<file path="src/rtl/pci_target_ctrl_gen.sv">
// pci_target_ctrl_gen
// PCI target-side transaction controller for a small local word memory.
// Decodes an address phase against BASE_ADDR, inserts WAIT_CYCLES initial
// wait states, then runs linear or cacheline-wrap bursts. It disconnects
// at the end of memory or on a reserved burst mode, and runs one turnaround
// cycle before returning to idle.
// Optional feature: define PCI_PARITY_CHECK_EN to block writes that carry
// bad parity and to report them on perr.
module pci_target_ctrl_gen #(
    parameter int          DATA_W      = 32,
    parameter int          ADDR_W      = 4,
    parameter int unsigned BASE_ADDR   = 0,
    parameter int          LINE_WORDS  = 4,
    parameter int          WAIT_CYCLES = 1
) (
    input  logic              clk,
    input  logic              rst,
    input  logic              frame,
    input  logic              IRDY,
    input  logic [DATA_W-1:0] ad,
    input  logic [3:0]        cmd,
    input  logic              Parity_check,
    output logic              TRDY,
    output logic              DEVSEL,
    output logic              stop,
    output logic              EnableWrite,
    output logic              signal_to_buf,
    output logic [ADDR_W-1:0] add_2_mem,
    output logic              perr
);

    localparam logic [2:0] ST_IDLE = 3'd0;
    localparam logic [2:0] ST_WAIT = 3'd1;
    localparam logic [2:0] ST_DATA = 3'd2;
    localparam logic [2:0] ST_DISC = 3'd3;
    localparam logic [2:0] ST_TURN = 3'd4;

    localparam int              TAG_W     = DATA_W - ADDR_W - 2;
    localparam logic [TAG_W-1:0] BASE_TAG = TAG_W'(BASE_ADDR);
    localparam logic [ADDR_W-1:0] ADDR_MAX  = {ADDR_W{1'b1}};
    localparam logic [ADDR_W-1:0] LINE_MASK = ADDR_W'(LINE_WORDS - 1);
    localparam logic [2:0]        WAIT_LAST = 3'(WAIT_CYCLES - 1);

    // Read commands: memory read, memory read multiple, memory read line.
    function automatic logic cmd_is_read(input logic [3:0] c);
        logic r;
        case (c)
            4'b0110: r = 1'b1;
            4'b1100: r = 1'b1;
            4'b1110: r = 1'b1;
            default: r = 1'b0;
        endcase
        return r;
    endfunction

    // Write commands: memory write, memory write and invalidate.
    function automatic logic cmd_is_write(input logic [3:0] c);
        logic w;
        case (c)
            4'b0111: w = 1'b1;
            4'b1111: w = 1'b1;
            default: w = 1'b0;
        endcase
        return w;
    endfunction

    // Address after a transfer. Linear mode saturates at the top of memory
    // (the burst disconnects there). Wrap mode cycles inside the cacheline.
    // Reserved modes hold the address.
    function automatic logic [ADDR_W-1:0] next_addr(input logic [ADDR_W-1:0] a,
                                                    input logic [1:0]        m);
        logic [ADDR_W-1:0] n;
        logic [ADDR_W-1:0] inc;
        inc = a + {{(ADDR_W-1){1'b0}}, 1'b1};
        case (m)
            2'b00: begin
                if (a == ADDR_MAX) begin
                    n = a;
                end else begin
                    n = inc;
                end
            end
            2'b10:   n = (a & ~LINE_MASK) | (inc & LINE_MASK);
            default: n = a;
        endcase
        return n;
    endfunction

    logic [2:0]        state_r;
    logic [2:0]        state_nx_s;
    logic [ADDR_W-1:0] addr_r;
    logic [ADDR_W-1:0] addr_nx_s;
    logic [2:0]        wait_cnt_r;
    logic [2:0]        wait_cnt_nx_s;
    logic [1:0]        mode_r;
    logic              read_r;
    logic              write_r;
    logic              read_nx_s;
    logic              trdy_r;
    logic              devsel_r;
    logic              stop_r;
    logic              buf_r;
    logic              perr_r;
    logic              hit_s;
    logic              claim_s;
    logic              transfer_s;
    logic              wr_xfer_s;
    logic              parity_ok_s;
    logic              active_nx_s;

    assign hit_s      = (ad[DATA_W-1:ADDR_W+2] == BASE_TAG) &&
                        (cmd_is_read(cmd) || cmd_is_write(cmd));
    assign claim_s    = (state_r == ST_IDLE) && !frame && hit_s;
    // Reset is folded in so that no write strobe fires in the cycle a reset is applied.
    assign transfer_s = rst && (state_r == ST_DATA) && !IRDY;
    assign wr_xfer_s  = transfer_s && write_r;

`ifdef PCI_PARITY_CHECK_EN
    assign parity_ok_s = Parity_check;
`else
    logic unused_parity_s;
    assign unused_parity_s = Parity_check;
    assign parity_ok_s     = 1'b1;
`endif

    assign EnableWrite   = wr_xfer_s && parity_ok_s;
    assign TRDY          = trdy_r;
    assign DEVSEL        = devsel_r;
    assign stop          = stop_r;
    assign signal_to_buf = buf_r;
    assign add_2_mem     = addr_r;
    assign perr          = perr_r;

    // Next-state, next-address and wait-counter logic for the target FSM.
    always_comb begin
        state_nx_s    = state_r;
        addr_nx_s     = addr_r;
        wait_cnt_nx_s = wait_cnt_r;
        case (state_r)
            ST_IDLE: begin
                if (claim_s) begin
                    state_nx_s    = ST_WAIT;
                    addr_nx_s     = ad[ADDR_W+1:2];
                    wait_cnt_nx_s = 3'd0;
                end else begin
                    state_nx_s = ST_IDLE;
                end
            end
            ST_WAIT: begin
                if (wait_cnt_r == WAIT_LAST) begin
                    state_nx_s    = ST_DATA;
                    wait_cnt_nx_s = 3'd0;
                end else begin
                    wait_cnt_nx_s = wait_cnt_r + 3'd1;
                end
            end
            ST_DATA: begin
                if (transfer_s) begin
                    addr_nx_s = next_addr(addr_r, mode_r);
                    if (frame) begin
                        state_nx_s = ST_TURN;
                    end else if (mode_r[0]) begin
                        state_nx_s = ST_DISC;
                    end else if ((mode_r == 2'b00) && (addr_r == ADDR_MAX)) begin
                        state_nx_s = ST_DISC;
                    end else begin
                        state_nx_s = ST_DATA;
                    end
                end else begin
                    state_nx_s = ST_DATA;
                end
            end
            ST_DISC: begin
                if (frame) begin
                    state_nx_s = ST_TURN;
                end else begin
                    state_nx_s = ST_DISC;
                end
            end
            ST_TURN: begin
                state_nx_s = ST_IDLE;
            end
            default: begin
                state_nx_s = ST_IDLE;
            end
        endcase
    end

    // Read/write direction of the transaction that the next cycle belongs to.
    always_comb begin
        if (claim_s) begin
            read_nx_s = cmd_is_read(cmd);
        end else begin
            read_nx_s = read_r;
        end
        active_nx_s = (state_nx_s == ST_WAIT) || (state_nx_s == ST_DATA) ||
                      (state_nx_s == ST_DISC);
    end

    // State, address, transaction attributes and registered bus outputs.
    always_ff @(posedge clk) begin
        if (!rst) begin
            state_r    <= ST_IDLE;
            addr_r     <= '0;
            wait_cnt_r <= 3'd0;
            mode_r     <= 2'b00;
            read_r     <= 1'b0;
            write_r    <= 1'b0;
            trdy_r     <= 1'b1;
            devsel_r   <= 1'b1;
            stop_r     <= 1'b1;
            buf_r      <= 1'b0;
            perr_r     <= 1'b1;
        end else begin
            state_r    <= state_nx_s;
            addr_r     <= addr_nx_s;
            wait_cnt_r <= wait_cnt_nx_s;
            if (claim_s) begin
                mode_r  <= ad[1:0];
                read_r  <= cmd_is_read(cmd);
                write_r <= cmd_is_write(cmd);
            end
            trdy_r   <= (state_nx_s != ST_DATA);
            devsel_r <= !active_nx_s;
            stop_r   <= (state_nx_s != ST_DISC);
            buf_r    <= active_nx_s && read_nx_s;
            // A write that is blocked for bad parity is reported for exactly one cycle.
            perr_r   <= !(wr_xfer_s && !parity_ok_s);
        end
    end

endmodule

</file>
<file path="config.mk">
export PLATFORM = sky130hd
export DESIGN_NAME = pci_target_ctrl_gen
export DESIGN_NICKNAME = d
export VERILOG_FILES = /design/src/rtl/pci_target_ctrl_gen.sv
export SDC_FILE = /design/constraint.sdc
export NUM_CORES = 1
export LEC_CHECK = 0
export BUFFER_PORTS_ARGS = -buffer_cell sky130_fd_sc_hd__buf_2
export CAP_MARGIN = 15
export CORE_UTILIZATION = 45
export DETAILED_ROUTE_END_ITERATION = 10
export HOLD_SLACK_MARGIN = 0.12
export PLACE_DENSITY = 0.9
export SYNTH_ARGS = -nofsm -noshare
export SYNTH_HDL_FRONTEND = slang
export SYNTH_SLANG_ARGS = --single-unit
</file>
<file path="constraint.sdc">
create_clock -name clk -period 3.8 [get_ports clk]
set_input_delay 0.76 -clock clk [delete_from_list [all_inputs] [get_ports clk]]
set_output_delay 0.76 -clock clk [all_outputs]
set_load 0.1 [all_outputs]
</file>
After elaboration in Yosys (flattened, before gate mapping)
Cells that the tools add are included.
W data, S select, Z words.
{"block": "classes", "add_sub_neg": 2, "n_mux": 19, "eq_ne": 19, "reduce_logical": 24, "bitwise_logic": 1}
{"cell": "$logic_not A26 Y1", "count": 1}
{"cell": "$mux W3", "count": 6}
{"cell": "$eq A4 B4 Y1 const B", "count": 4}
{"cell": "$pmux W4 S2", "count": 2}
{"cell": "$eq A3 B2 Y1 const B", "count": 4}
{"cell": "$mux W4", "count": 3}
{"cell": "$pmux W3 S4", "count": 1}
{"cell": "$eq A4 B3 Y1 const B", "count": 2}
{"cell": "$logic_and A1 B1 Y1", "count": 8}
{"cell": "$eq A3 B1 Y1 const B", "count": 2}
{"cell": "$logic_not A3 Y1", "count": 2}
{"cell": "$mux W1", "count": 6}
{"cell": "$ne A3 B2 Y1 const B", "count": 2}
{"cell": "$pmux W3 S2", "count": 1}
{"cell": "$reduce_and A5 Y1", "count": 1}
{"cell": "$add A4 B1 Y4 const B", "count": 1}
{"cell": "$ne A2 B2 Y1 const B", "count": 2}
{"cell": "$or A4 B2 Y4", "count": 1}
{"cell": "$reduce_bool A2 Y1", "count": 2}
{"cell": "$add A3 B1 Y3 const B", "count": 1}
{"cell": "$logic_not A1 Y1", "count": 3}
{"cell": "$logic_or A1 B1 Y1", "count": 3}
{"cell": "$ne A3 B1 Y1 const B", "count": 1}
{"cell": "$ne A3 B3 Y1 const B", "count": 1}
{"cell": "5 further kinds", "count": 5}
{"block": "word_totals", "wordCells": 75, "inputBits": 41, "regBits": 18, "output_inout_bits": 10}

Longest topological paths before layout
{"block": "logic_depth", "word_depth": 12, "depth_mapped": 7}

Least setup slack after synthesis
No wires, ideal clock.
{"block": "synth_path", "kind": "input port to output port", "from": "input rst", "to": "output EnableWrite", "path_slack_ns": 0.511, "t_required_ns": 3.040, "stages": 4, "arrival_ns": 2.529, "path_cell_list": "clkbuf_1 -> nor2b_1 -> nand2_1 -> nor2_1"}
{"block": "synth_via", "elab_chain_len": 3}
{"element": "from (decl)", "line_no": "17", "source": "input logic rst,"}
{"element": "$logic_and A1 B1 Y1 (2 in a row)", "line_no": "115", "source": "assign transfer_s = rst && (state_r == ST_DATA) && !IRDY;"}
{"element": "$logic_and A1 B1 Y1", "line_no": "116", "source": "assign wr_xfer_s = transfer_s && write_r;"}
{"element": "to (decl)", "line_no": "26", "source": "output logic EnableWrite,"}
No other way between the ends.

Final worst setup path
{"block": "layout_path", "from": "register state_r[1]", "to": "output EnableWrite"}
{"block": "layout_via", "elab_chain_len": 4}
{"element": "from (decl)", "line_no": "89", "source": "logic [2:0] state_r;"}
{"element": "from (signal assigned)", "line_no": "215", "source": "state_r <= state_nx_s;"}
{"element": "$eq A3 B2 Y1", "line_no": "115"}
{"element": "$logic_and A1 B1 Y1 (2 in a row)", "line_no": "115"}
{"element": "$logic_and A1 B1 Y1", "line_no": "116"}
No other way between the ends.

==> flow_metrics.env <==
export IMPL_yosys_warnings=0
export IMPL_seq_area_um2=360
export IMPL_grt_pass1_wl_um=3670
export IMPL_worstSetupStartpointType="flip-flop"
export IMPL_cts_tree="built"
export IMPL_n_fill_cell=172
export IMPL_port_buffer_count=48
export IMPL_synth_most_common_cell="dfxtp_1"
export IMPL_gp_congestion=0.764
export IMPL_ys_flop_type="dfxtp_1"
export IMPL_ys_seq_area_share_pct=37.5
export IMPL_avgSynthCellArea_um2=8.58
export IMPL_clock_skew_ns=0.00306
export IMPL_period_share_pct=69.1
export IMPL_yosys_top_cells_count="dfxtp_1, nor2_1, inv_1, nand3_1"
export IMPL_dpl_hpwl_um=1860
export IMPL_relSlewSlack_pct=64.2
export IMPL_cts_max_path_buffers=2
export IMPL_synth_cell_types=40
export IMPL_post_cts_resized=0
export IMPL_synth_area_leader_cell="dfxtp_1"
export IMPL_grt_use_total_pct=22.4
export IMPL_end_kind="output port"
export IMPL_n_antenna_cell=0
export IMPL_synthArstFlopShare_pct=0
export IMPL_setup_tns_ns=0
export IMPL_p_comb_share_pct=10.3
export IMPL_vdd_drop_max_mv=0.254
export IMPL_holdWs_ns=0.487
export IMPL_cp_required_ns=3.04
export IMPL_initial_core_util_pct=48.5
export IMPL_grt_pass1_vias=925
export IMPL_ys_top_cells_by_area="dfxtp_1, nor2_1, mux2i_1, nand3_1, ha_1"
export IMPL_p_sw_share_pct=22.5
export IMPL_synth_area_um2=961
export IMPL_die_w_um=48.2
export IMPL_p_sw_uw=77.1
export IMPL_powerDensity_mw_per_mm2=275
export IMPL_p_int_uw=265
export IMPL_clock_fmax_ghz=0.381
export IMPL_synth_seq_cells=18
export IMPL_tightest_slew_ns=0.529
export IMPL_num_rows=16
export IMPL_status="finished, final reports clean"
export IMPL_clockPowerShare_pct=34.5
export IMPL_setup_viol=0
export IMPL_cts_sinks=18
export IMPL_final_nets=205
export IMPL_antenna_found_initial=0
export IMPL_r2r_setup_slack_ns=1.85
export IMPL_core_mm2=0.00198
export IMPL_multi_input_area_um2=541
export IMPL_finalHoldViolCount=0
export IMPL_ios=51
export IMPL_critPathKind="reg2out"
export IMPL_yosysTopAreaCellShare_pct=37.5
export IMPL_crit_fanout=9
export IMPL_routed_wl_um=2350
export IMPL_period_minus_slack_ns=2.63
export IMPL_grt_remaining_overflow=0
export IMPL_p_seq_share_pct=55.2
export IMPL_h_tree_depth=1
export IMPL_drt_iter0_drc=22
export IMPL_max_cap_violations=0
export IMPL_slew_viol_final=0
export IMPL_cts_buffers=3
export IMPL_drc=0
export IMPL_clk_latency_ns=0.30
export IMPL_clockRootBuffer="clkbuf_4"
export IMPL_area_growth_pct=29.6
export IMPL_die_h_um=48.2
export IMPL_cp_data_arrival_time_ns=1.87
export IMPL_die_area_mm2=0.00232
export IMPL_wl_per_cell_um=12.6
export IMPL_grt_max_degree=11
export IMPL_p_leak_nw=0.527
export IMPL_dr_pass1_iters=4
export IMPL_hold_path_class="reg2reg"
export IMPL_via_per_inst=5.41
export IMPL_vias=1012
export IMPL_antenna_left=0
export IMPL_drive_gt1_share_pct=36.3
export IMPL_post_cts_setup_buffers=0
export IMPL_hold_buffers=0
export IMPL_rsz0062_at_grt="no"
export IMPL_synth_edff_count=0
export IMPL_syn_inst=112
export IMPL_syn_nets=156
export IMPL_path_clk_slew_ns=0.10
[power by group through the flow]
stage / sequential, mW / combinational [mW] / clock, mW
after floorplan: 0.193 / 0.0132 / 0
after global placement: 0.193 / 0.0339 / 0
after detailed placement: 0.193 / 0.0350 / 0
after CTS: 0.189 / 0.0352 / 0.121
after global routing: 0.189 / 0.0385 / 0.127
final: 0.189 / 0.0353 / 0.118
[flip-flops by register name, summed over array words and instances (netlist names)]
| signal | cells |
|---|---|
| DEVSEL | 1 |
| TRDY | 1 |
| state_r | 3 |
| read_r | 1 |
| add_2_mem | 4 |
| wait_cnt_r | 3 |
| write_r | 1 |
| mode_r | 2 |
| signal_to_buf | 1 |
| stop | 1 |
[placed cells by master (no fill, tap or decap), types with 2 or more instances in the layout]
cell type,n
buf_2,48
dfxtp_1,18
nor2_1,11
inv_1,8
nand3_1,8
nand2_1,6
nor4_1,6
nor3_1,4
a31oi_1,4
mux2i_1,4
o2111ai_1,3
ha_1,3
clkbuf_4,3
nor2b_1,2
and3_1,2
nand2b_1,2
or3_1,2
o221a_2,2
a21oi_1,2
o21ai_0,2
[per-layer routing]
metal	track usage, %	wire length (um)
met4	11.7	63
met1	25.9	995
met3	4.07	55
met2	38.9	1240
met5	0	0
[critical path, cell delays in order, from the launching register on]
cell and delay, ns:
dfxtp_1 0.47, and3_1 0.40, nand2_1 0.12, nor2_1 0.13, buf_2 0.44
[worst paths after layout]
path / from / to / cells past startpoint
worst min-delay path: read_r$_SDFF_PN0_ / read_r$_SDFF_PN0_ / 2
worst max-delay path: state_r[1]$_SDFF_PN0_ / EnableWrite / 4
worst min register to register: read_r$_SDFF_PN0_ / read_r$_SDFF_PN0_ / 2
worst max register to register: state_r[1]$_SDFF_PN0_ / add_2_mem[0]$_SDFFE_PN0P_ / 5
[cell type report]
| type | count | share of cell area, % |
|---|---|---|
| multi-input combinational | 81 | 43.4 |
| timing repair buffer | 48 | 19.3 |
| tap | 27 | 2.71 |
| clock buffer | 4 | 2.91 |
| inverter | 9 | 2.71 |
| sequential | 18 | 28.9 |
[cell families after synthesis]
family                     after synthesis  share of synthesized area, %
buffers and inverters                   13                          6.25
AOI/OAI and AO/OA                       22                          18.2
adders and majority gates                3                          3.91
muxes                                    5                          5.34
and+or+nand+nor                         48                          26.6
xor gates and xnor gates                 2                          1.82
DFF                                     18                          37.5
other                                    1                         0.390
[metrics by stage]
step	instance area (um2)	worst slack (ns)	cells	utilization [%]	total power, mW
5_1_grt	1240	1.07	187	62.8	0.354
6_report	1240	1.17	187	62.8	0.342
3_5_place_dp	1210	1.22	183	61.0	0.228
3_3_place_gp	1210	1.24	183	61.0	0.227
2_1_floorplan	961	0.511	112	-	0.206
4_1_cts	1240	1.18	187	62.8	0.344
Note: power is estimated with default switching activity, not from simulation.
